### src/rtl/fetch_pkg.sv
// Shared types and constants for the instruction fetch unit.
package fetch_pkg;

    typedef enum logic [1:0] {
        S_IDLE,
        S_FETCH,
        S_HOLD
    } state_t;

    localparam logic [5:0] OP_RTYPE = 6'b000000;
    localparam logic [5:0] OP_LW    = 6'b100011;
    localparam logic [5:0] OP_SW    = 6'b101011;
    localparam logic [5:0] OP_BEQ   = 6'b000100;
    localparam logic [5:0] OP_J     = 6'b000010;

    localparam logic [31:0] DEFAULT_RESET_PC = 32'h0000_0000;

endpackage

### src/rtl/fetch_unit_if.sv
// Instruction-memory read bus between the fetch unit (master) and memory (slave).
interface fetch_unit_if;

    logic        imem_req;
    logic [31:0] imem_addr;
    logic        imem_ready;
    logic [31:0] imem_rdata;

    modport master (
        output imem_req,
        output imem_addr,
        input  imem_ready,
        input  imem_rdata
    );

    modport slave (
        input  imem_req,
        input  imem_addr,
        output imem_ready,
        output imem_rdata
    );

endinterface

### src/rtl/fetch_unit_next_pc.sv
// Combinational next-PC selection: jump beats taken branch beats sequential.
module next_pc_calc
    import fetch_pkg::*;
(
    input  logic [31:0] pc_plus4,
    input  logic [31:0] instr,
    input  logic        branch,
    input  logic        jump,
    input  logic        zero,
    output logic [31:0] next_pc
);

    logic [31:0] branch_off;
    logic        unused_opcode;

    assign branch_off    = {{14{instr[15]}}, instr[15:0], 2'b00};
    assign unused_opcode = ^instr[31:26];

    always_comb begin
        next_pc = pc_plus4;
        if (jump) begin
            next_pc = {pc_plus4[31:28], instr[25:0], 2'b00};
        end else if (branch && zero) begin
            next_pc = pc_plus4 + branch_off;
        end
    end

endmodule

### src/rtl/fetch_unit.sv
// Instruction fetch unit: fetch, hold until decode accepts, then redirect.
// Optional redirect counter enabled by macro FETCH_REDIRECT_CNT_EN.
module fetch_unit
    import fetch_pkg::*;
#(
    parameter logic [31:0] RESET_PC = DEFAULT_RESET_PC
)
(
    input  logic         clk,
    input  logic         rst_n,
    fetch_unit_if.master imem,
    output logic [31:0]  instr,
    output logic         instr_valid,
    input  logic         instr_ready,
    output logic [5:0]   opcode,
    output logic [31:0]  pc,
    output logic [31:0]  pc_plus4,
    input  logic         branch,
    input  logic         jump,
    input  logic         zero,
    output logic [31:0]  redirect_cnt
);

    localparam logic [31:0] PC_INIT = {RESET_PC[31:2], 2'b00};

    state_t      state;
    logic [31:0] next_pc;
    logic        accept;

    assign accept         = instr_valid & instr_ready;
    assign opcode         = instr[31:26];
    assign pc_plus4       = pc + 32'd4;
    assign imem.imem_req  = (state == S_FETCH);
    assign imem.imem_addr = pc;

    next_pc_calc u_next_pc (
        .pc_plus4 (pc_plus4),
        .instr    (instr),
        .branch   (branch),
        .jump     (jump),
        .zero     (zero),
        .next_pc  (next_pc)
    );

    // instr_valid is only ever set in S_HOLD, so accept implies S_HOLD.
    always_ff @(posedge clk) begin
        if (!rst_n) begin
            state       <= S_IDLE;
            pc          <= PC_INIT;
            instr       <= '0;
            instr_valid <= 1'b0;
        end else begin
            case (state)
                S_IDLE: state <= S_FETCH;
                S_FETCH: begin
                    if (imem.imem_ready) begin
                        instr       <= imem.imem_rdata;
                        instr_valid <= 1'b1;
                        state       <= S_HOLD;
                    end
                end
                S_HOLD: begin
                    if (accept) begin
                        pc          <= next_pc;
                        instr_valid <= 1'b0;
                        state       <= S_FETCH;
                    end
                end
                default: state <= S_IDLE;
            endcase
        end
    end

`ifdef FETCH_REDIRECT_CNT_EN
    logic [31:0] cnt_q;

    always_ff @(posedge clk) begin
        if (!rst_n) begin
            cnt_q <= '0;
        end else if (accept && (jump || (branch && zero))) begin
            cnt_q <= cnt_q + 32'd1;
        end
    end

    assign redirect_cnt = cnt_q;
`else
    assign redirect_cnt = '0;
`endif

endmodule
### src/flat_wrapper.sv
// flat-port wrapper written by rule: the top's interface ports become plain ports
module fetch_unit_flat import fetch_pkg::*;
#(
    parameter logic [31:0] RESET_PC = DEFAULT_RESET_PC
)
  (clk, rst_n, instr, instr_valid, instr_ready, opcode, pc, pc_plus4, branch, jump, zero, redirect_cnt, imem_imem_req, imem_imem_addr, imem_imem_ready, imem_imem_rdata);
  fetch_unit_if imem_i ();
  input  logic clk;
  input  logic rst_n;
  output logic [31:0] instr;
  output logic instr_valid;
  input  logic instr_ready;
  output logic [5:0] opcode;
  output logic [31:0] pc;
  output logic [31:0] pc_plus4;
  input  logic branch;
  input  logic jump;
  input  logic zero;
  output logic [31:0] redirect_cnt;
  output wire logic [$bits(imem_i.imem_req)-1:0] imem_imem_req;
  output wire logic [$bits(imem_i.imem_addr)-1:0] imem_imem_addr;
  input wire logic [$bits(imem_i.imem_ready)-1:0] imem_imem_ready;
  input wire logic [$bits(imem_i.imem_rdata)-1:0] imem_imem_rdata;
  assign imem_imem_req = imem_i.imem_req;
  assign imem_imem_addr = imem_i.imem_addr;
  assign imem_i.imem_ready = imem_imem_ready;
  assign imem_i.imem_rdata = imem_imem_rdata;
  fetch_unit #(.RESET_PC(RESET_PC)) u_core (.clk(clk), .rst_n(rst_n), .imem(imem_i), .instr(instr), .instr_valid(instr_valid), .instr_ready(instr_ready), .opcode(opcode), .pc(pc), .pc_plus4(pc_plus4), .branch(branch), .jump(jump), .zero(zero), .redirect_cnt(redirect_cnt));
endmodule
### config.mk
export PLATFORM = sky130hd
export DESIGN_NAME = fetch_unit_flat
export DESIGN_NICKNAME = d
export VERILOG_FILES = /design/src/rtl/fetch_pkg.sv /design/src/rtl/fetch_unit_if.sv /design/src/rtl/fetch_unit_next_pc.sv /design/src/rtl/fetch_unit.sv /design/src/flat_wrapper.sv
export SDC_FILE = /design/constraint.sdc
export NUM_CORES = 1
export LEC_CHECK = 0
export ABC_AREA = 1
export CAP_MARGIN = 10
export CORE_MARGIN = 1
export CORE_UTILIZATION = 39
export DETAILED_ROUTE_END_ITERATION = 8
export HOLD_SLACK_MARGIN = 0.02
export PLACE_DENSITY = 0.76
export SLEW_MARGIN = 25
export SYNTH_ARGS = -nofsm -noshare
export SYNTH_HDL_FRONTEND = slang
export SYNTH_SLANG_ARGS = --single-unit
### constraint.sdc
create_clock -name clk -period 2.9 [get_ports clk]
set_input_delay 0.29 -clock clk [delete_from_list [all_inputs] [get_ports clk]]
set_output_delay 0.29 -clock clk [all_outputs]
set_load 0.03 [all_outputs]
==> metrics, run 1 <==
Clock Root Buffer=clkbuf_16; fmax=0.358 GHz; Leakage=4.40 nW; critical path arrival=2.51 ns; Clk Latency, worst-skew pair=0.35 ns; initial antenna violation count=0; initial core utilization=0.399; Cells after Synth=1,063; Nets=1,376; Slew headroom=0.470; share of the synthesized area in the top cell type=0.206; Crit Path Max Fanout=4; Area after DPL=8680 um2; n_diodes=0; cell area after layout=9550 um2; IO Pins=207; Longest Clk Path Bufs=2; Post-Syn Area per Cell=5.94 um2; Inst Count DP=1,499; DRT Wirelength=25,100 um; antenna-violating nets left=0; area of the core=15,800 um2; first-pass GRT wire length=37,900 um; Reg clk slew, reported paths=0.06 ns; die height=129 um; outcome=finished clean; critical path launch point type=flip-flop; RSZ-0062 raised after global routing=yes; Vias=7,656; RD Place Congestion=0.971; area leader, netlist=dfxtp_1; CTS Sinks=65; total die area=16,700 um2; synth warn=0; Non-Filler Instances=1,521; Area Overhead vs Synth=51.3%; Synth Register Bits=65; Worst Path Class, Setup=flip-flop to output port; final core occ=0.603; Remaining DRCs=0; die width=129 um; CP required=2.61 ns; pwr dens=288 nW/um2; clk_skew=0.0106 ns; Via density=5.03; final max-slew violation count=0; # hold bufs at CTS=0; CTS buffer count=9; max cap viols=0; Final Power=2.75 mW; crit end category=output port; crit path time final=2.80 ns; Final Hold Viols=0; H-tree levels=3; largest net degree at the start of global routing=32; Hold WC Path Type=flip-flop to flip-flop; register area share after synthesis=0.206; vias in the first global route=7,299; Slew @ Worst Pin=0.792 ns; number of I/O port buffers=168; Routed WL per cell=16.5 um; Pre-antenna DRT Iters=7; # rows=46; Setup TNS=0 ns; initial drt markers=605; layout cell share with drive strength beyond 1=0.211; grt total ovfl=0; GRT Total Usage=0.299; final worst path period share=0.964; Setup-failing EPs final=0; Filler cells=1,475; Area contributors post-synth=dfxtp_1, nand2_1, buf_4; Netlist cell types=39; VDD IR max=0.000276 V; CTS tree=built; detailed placement HPWL=19,900 um; Mapped Area=6310 um2
[placed cells by master, fill, tap and decap left out, drive strengths merged, types with 2 or more instances in the layout]
cell type / count
a21o: 6
a21oi: 93
and2: 5
buf: 118
clkbuf: 12
clkdlybuf4s50: 168
clkinv: 4
conb: 38
dfxtp: 65
ha: 36
inv: 145
nand2: 334
nand3: 81
nand3b: 5
nand4: 11
nor2: 78
nor3: 10
nor3b: 2
o211ai: 2
o21ai: 51
o21bai: 5
o221ai: 3
o22ai: 4
or2: 4
xnor2: 8
xor2: 13
[cells by family after synthesis]
family,Yosys count,synth area share
adders and majority gates,37,0.0745
AOI/OAI and AO/OA,165,0.139
DFF,65,0.206
other,1,0.000594
and+or+nand+nor,530,0.360
xor gates and xnor gates,21,0.0291
buffers and inverters,244,0.190
[critical path, cell delays in order, from the launching register on]
cell and delay [ns]:
dfxtp_2 0.39, nand2_1 0.09, nor2_1 0.17, buf_4 0.13, nand2_1 0.07, nor2_4 0.19, xor2_2 0.26, buf_4 0.18
clkdlybuf4s50_1 0.68
[metrics by stage]
stage	hold WS, ns	setup WS, ns
after floorplan	0.428	0.000859
after global placement	0.459	-0.103
after detailed placement	0.469	-0.120
after CTS	0.477	0.0120
after global routing	0.501	-0.0637
final	0.477	0.103
[flip-flops by register name, indices dropped and copies added, names as in the netlist]
name and cells:
u_core.imem.imem_addr 30, u_core.instr 32, u_core.instr_valid 1, u_core.state 2
[routing by layer]
layer  vias to the layer above  global-route usage  part of all wire
li1                       3737                   -                 -
met5                         -                   0                 0
met1                      3485               0.381              0.43
met2                       358               0.495              0.46
met4                         0               0.135             0.038
met3                        76              0.0512             0.077
[where the power goes]
| part | switching, mW | internal, mW | leakage (nW) | total, mW |
|---|---|---|---|---|
| logic | 0.393 | 0.239 | 3.71 | 0.632 |
| registers | 0.0357 | 0.924 | 0.537 | 0.960 |
| clock network | 0.443 | 0.713 | 0.149 | 1.16 |
| total | 0.872 | 1.88 | 4.40 | 2.75 |
[layout make-up]
type	count	area, um2	share of cell area
multi-input cells	791	4520	0.473
well taps	216	270	0.0283
repair buffers	286	2570	0.269
inverters	147	552	0.0578
clock inverters	4	51.3	0.00537
clock buffers	12	256	0.0269
flip-flops and latches	65	1330	0.139
[worst paths after layout]
path                                to                       from  slack (ns)  cells after the start
max                       pc_plus4[18]  u_core.imem.imem_addr[17]        0.10                      8
min                   u_core.instr[25]           u_core.instr[25]        0.48                      2
max reg2reg  u_core.imem.imem_addr[30]  u_core.imem.imem_addr[17]        0.13                     18
min reg2reg           u_core.instr[25]           u_core.instr[25]        0.48                      2
[timing repair]
action                                 CTS  global route
endpoints found under the hold margin    0             0
resized for setup                        9           112
setup endpoints to repair                8            30
pin swaps                                1            17
setup buffers                            1             5
[Yosys cell counts (all sizes together)]
cell type,number
and2,5
fa,1
nand3b,5
o21bai,5
nor2,78
nand2,334
a21oi,93
nor3,10
nand3,81
buf,81
o22ai,4
o211ai,2
conb,1
or2,4
nor3b,2
a21o,6
nand4,11
clkbuf,16
xnor2,8
ha,36
o21ai,51
inv,145
clkinv,2
xor2,13
dfxtp,65
a31oi,1
o221ai,3
Note: power is estimated with default switching activity, not from simulation.
==> run 2, diff against run 1 <==
Settings changed: GPL_ROUTABILITY_DRIVEN set to 0, SYNTH_HIERARCHICAL set to 1.
==> metrics, run 2 <==
part of the power in the clock network=0.243; R2R Setup Slk=0.02 ns; initial core utilization=0.406; Leakage=4.56 nW; internal power=2.65 mW; VDD IR max=0.000414 V; Switching Power=1.97 mW; Main synth FF type=dfxtp_1; grt total ovfl=0; ys async rst share=0; Pre-antenna DRT Iters=5; share of the synthesized area in the top cell type=0.205; Crit Path Max Fanout=5; Reg power frac=0.265; FF-to-FF End=u_core/imem.imem_addr[24]; vias in the first global route=6,824; most frequent cells in the layout=nand2_1, clkdlybuf4s50_1, nor2_1, inv_1, buf_4; CP required=3.14 ns; clk_skew=0.00902 ns; critical path launch point type=flip-flop; met3 GRT Util=0.0428; fmax=0.347 GHz; number of I/O port buffers=174; outcome=finished clean; global routing usage on met1=0.327; Sw Share=0.426; final worst path period share=0.994; commonest non-fill, non-tap cell in the layout=nand2_1; busiest grt layer=met2; CTS tree=built; Vias=7,974; Reg clk slew, reported paths=0.06 ns; final max-slew violation count=0; DRT Wirelength=24,800 um; max cap viols=0; synth warn=6; Mapped Area=6540 um2; Netlist cell types=41; Setup-failing EPs final=0; n_diodes=0; layout cell share with drive strength beyond 1=0.265; CTS buffer count=9; Nets=1,400; Critical Path End=u_core/imem.imem_addr[24]; H-tree levels=3; Cells after Synth=1,104; Synth Register Bits=67; Logic pwr share=0.492; R2R depth=18; Worst Path Class, Setup=flip-flop to flip-flop; die height=131 um; CTS Sinks=67; Synth top cells by count=nand2_1, nor2_1, inv_1, o21ai_0, buf_4; crit path from=u_core/imem.imem_addr[2]; # hold bufs at CTS=0; Via density=5.15; crit end category=flip-flop; Final Hold Viols=0; Setup WS pre-CTS=-0.112 ns; Hold WC Path Type=flip-flop to flip-flop; die width=131 um; Slew headroom=0.532; GR Util met2=0.422; total die area=17,300 um2; Inst Count DP=1,519; top-count cell post-synth=nand2_1; largest net degree at the start of global routing=34; RSZ-0062 raised after global routing=yes; Post-Syn Area per Cell=5.92 um2; first-pass GRT wire length=34,900 um; antenna-violating nets left=0; # rows=46; Non-Filler Instances=1,547; initial drt markers=742; Remaining DRCs=0; pwr dens=448 nW/um2; IO Pins=207; Slew @ Worst Pin=0.697 ns; register area share after synthesis=0.205; crit path time final=2.88 ns; Routed WL per cell=16.0 um; Area contributors post-synth=dfxtp_1, nand2_1, nor2_1; Clock Root Buffer=clkbuf_16; GRT Total Usage=0.256; Worst Setup Slack, final=0.0178 ns; Post-synth EDFFs=0; Clk Latency, worst-skew pair=0.35 ns; area leader, netlist=dfxtp_1; Longest Clk Path Bufs=2; initial antenna violation count=0; r2r startpoint=u_core/imem.imem_addr[2]; critical path arrival=3.12 ns; detailed placement HPWL=18,000 um; area of the core=16,100 um2; Area Overhead vs Synth=58.0%
run 2: changes by cell type in the layout (fill, tap and decap cells not counted), sizes merged, moves of 5 or more:
cell / delta
buf: -10
nand3: -18
conb: -6
o21a: +11
o21bai: +5
nand4: -6
inv: -24
a21oi: -32
nor2: +88
nor3: -7
o21ai: +36
run 2: how the worst min path moves through the flow:
stage	to	from	slack, ns	cells past startpoint
2_1_floorplan	u_core/instr[5]	imem_imem_rdata[5]	0.46	2
3_3_place_gp	u_core/instr_valid	u_core/instr_valid	0.47	2
3_5_place_dp	u_core/instr_valid	u_core/instr_valid	0.48	2
4_1_cts	u_core/instr_valid	u_core/instr_valid	0.49	2
5_1_grt	u_core/instr_valid	u_core/instr_valid	0.51	2
6_report	u_core/instr_valid	u_core/instr_valid	0.49	2
run 2: logic make-up after synthesis:
kind of cell | count (synthesis) | share of synthesized area
and+or+nand+nor | 580 | 0.378
buffers and inverters | 225 | 0.172
AOI/OAI and AO/OA | 173 | 0.144
DFF | 67 | 0.205
adders and majority gates | 35 | 0.0682
xor gates and xnor gates | 23 | 0.0320
other | 1 | 0.000574
run 2: per-stage QoR:
stage	power, mW	hold WS (ns)	utilization	TNS [ns]	cell area (um2)
floorplan	2.51	0.455	-	-0.00987	6940
global placement	3.18	0.472	0.559	-0.114	9000
detailed placement	3.20	0.482	0.559	-0.282	9000
CTS	4.36	0.493	0.582	-0.0409	9390
global route	4.84	0.509	0.641	-1.40	10300
finish	4.62	0.491	0.641	0	10300
run 2: timing repair:
action / 4_1_cts / 5_1_grt
buffers inserted: 1 / 11
pin swaps: 3 / 86
resized for setup: 17 / 204
endpoints found under the setup margin: 8 / 27
run 2: cell type report:
cell class / instances / area (um2)
Clock buffer: 10 / 229
Clock inverter: 6 / 66.3
Fill cell: 1350 / 5790
Inverter: 123 / 468
Multi-Input combinational cell: 843 / 5320
Sequential cell: 67 / 1370
Tap cell: 216 / 270
Timing Repair Buffer: 282 / 2600
run 2: worst max-delay path, cell delays in order, from the launching register on:
cell and delay [ns]:
dfxtp_4 0.36, ha_4 0.14, nand2_1 0.09, nor2_4 0.16, nand2_4 0.10, nor2_4 0.17
xor2_4 0.09, ha_1 0.39, nand2_2 0.16, nor2_1 0.19, nand2_1 0.10, nor2_1 0.11
nand2_1 0.08, nand4_1 0.11, nand3_1 0.11, nand2_1 0.09, nand2_1 0.06, o21ai_0 0.20
a21oi_1 0.06
run 2: power groups by stage:
stage	clock, mW	sequential, mW	combinational, mW
2_1_floorplan	0	1.46	1.04
5_1_grt	1.18	1.25	2.42
4_1_cts	1.14	1.21	2.01
3_3_place_gp	0	1.22	1.96
6_report	1.12	1.22	2.28
3_5_place_dp	0	1.23	1.98
run 2: routing by layer:
| layer | up-vias | wire length [um] |
|---|---|---|
| li1 | 3820 | - |
| met1 | 3657 | 10100 |
| met2 | 414 | 11500 |
| met3 | 83 | 2160 |
| met4 | 0 | 1040 |
| met5 | - | 0 |
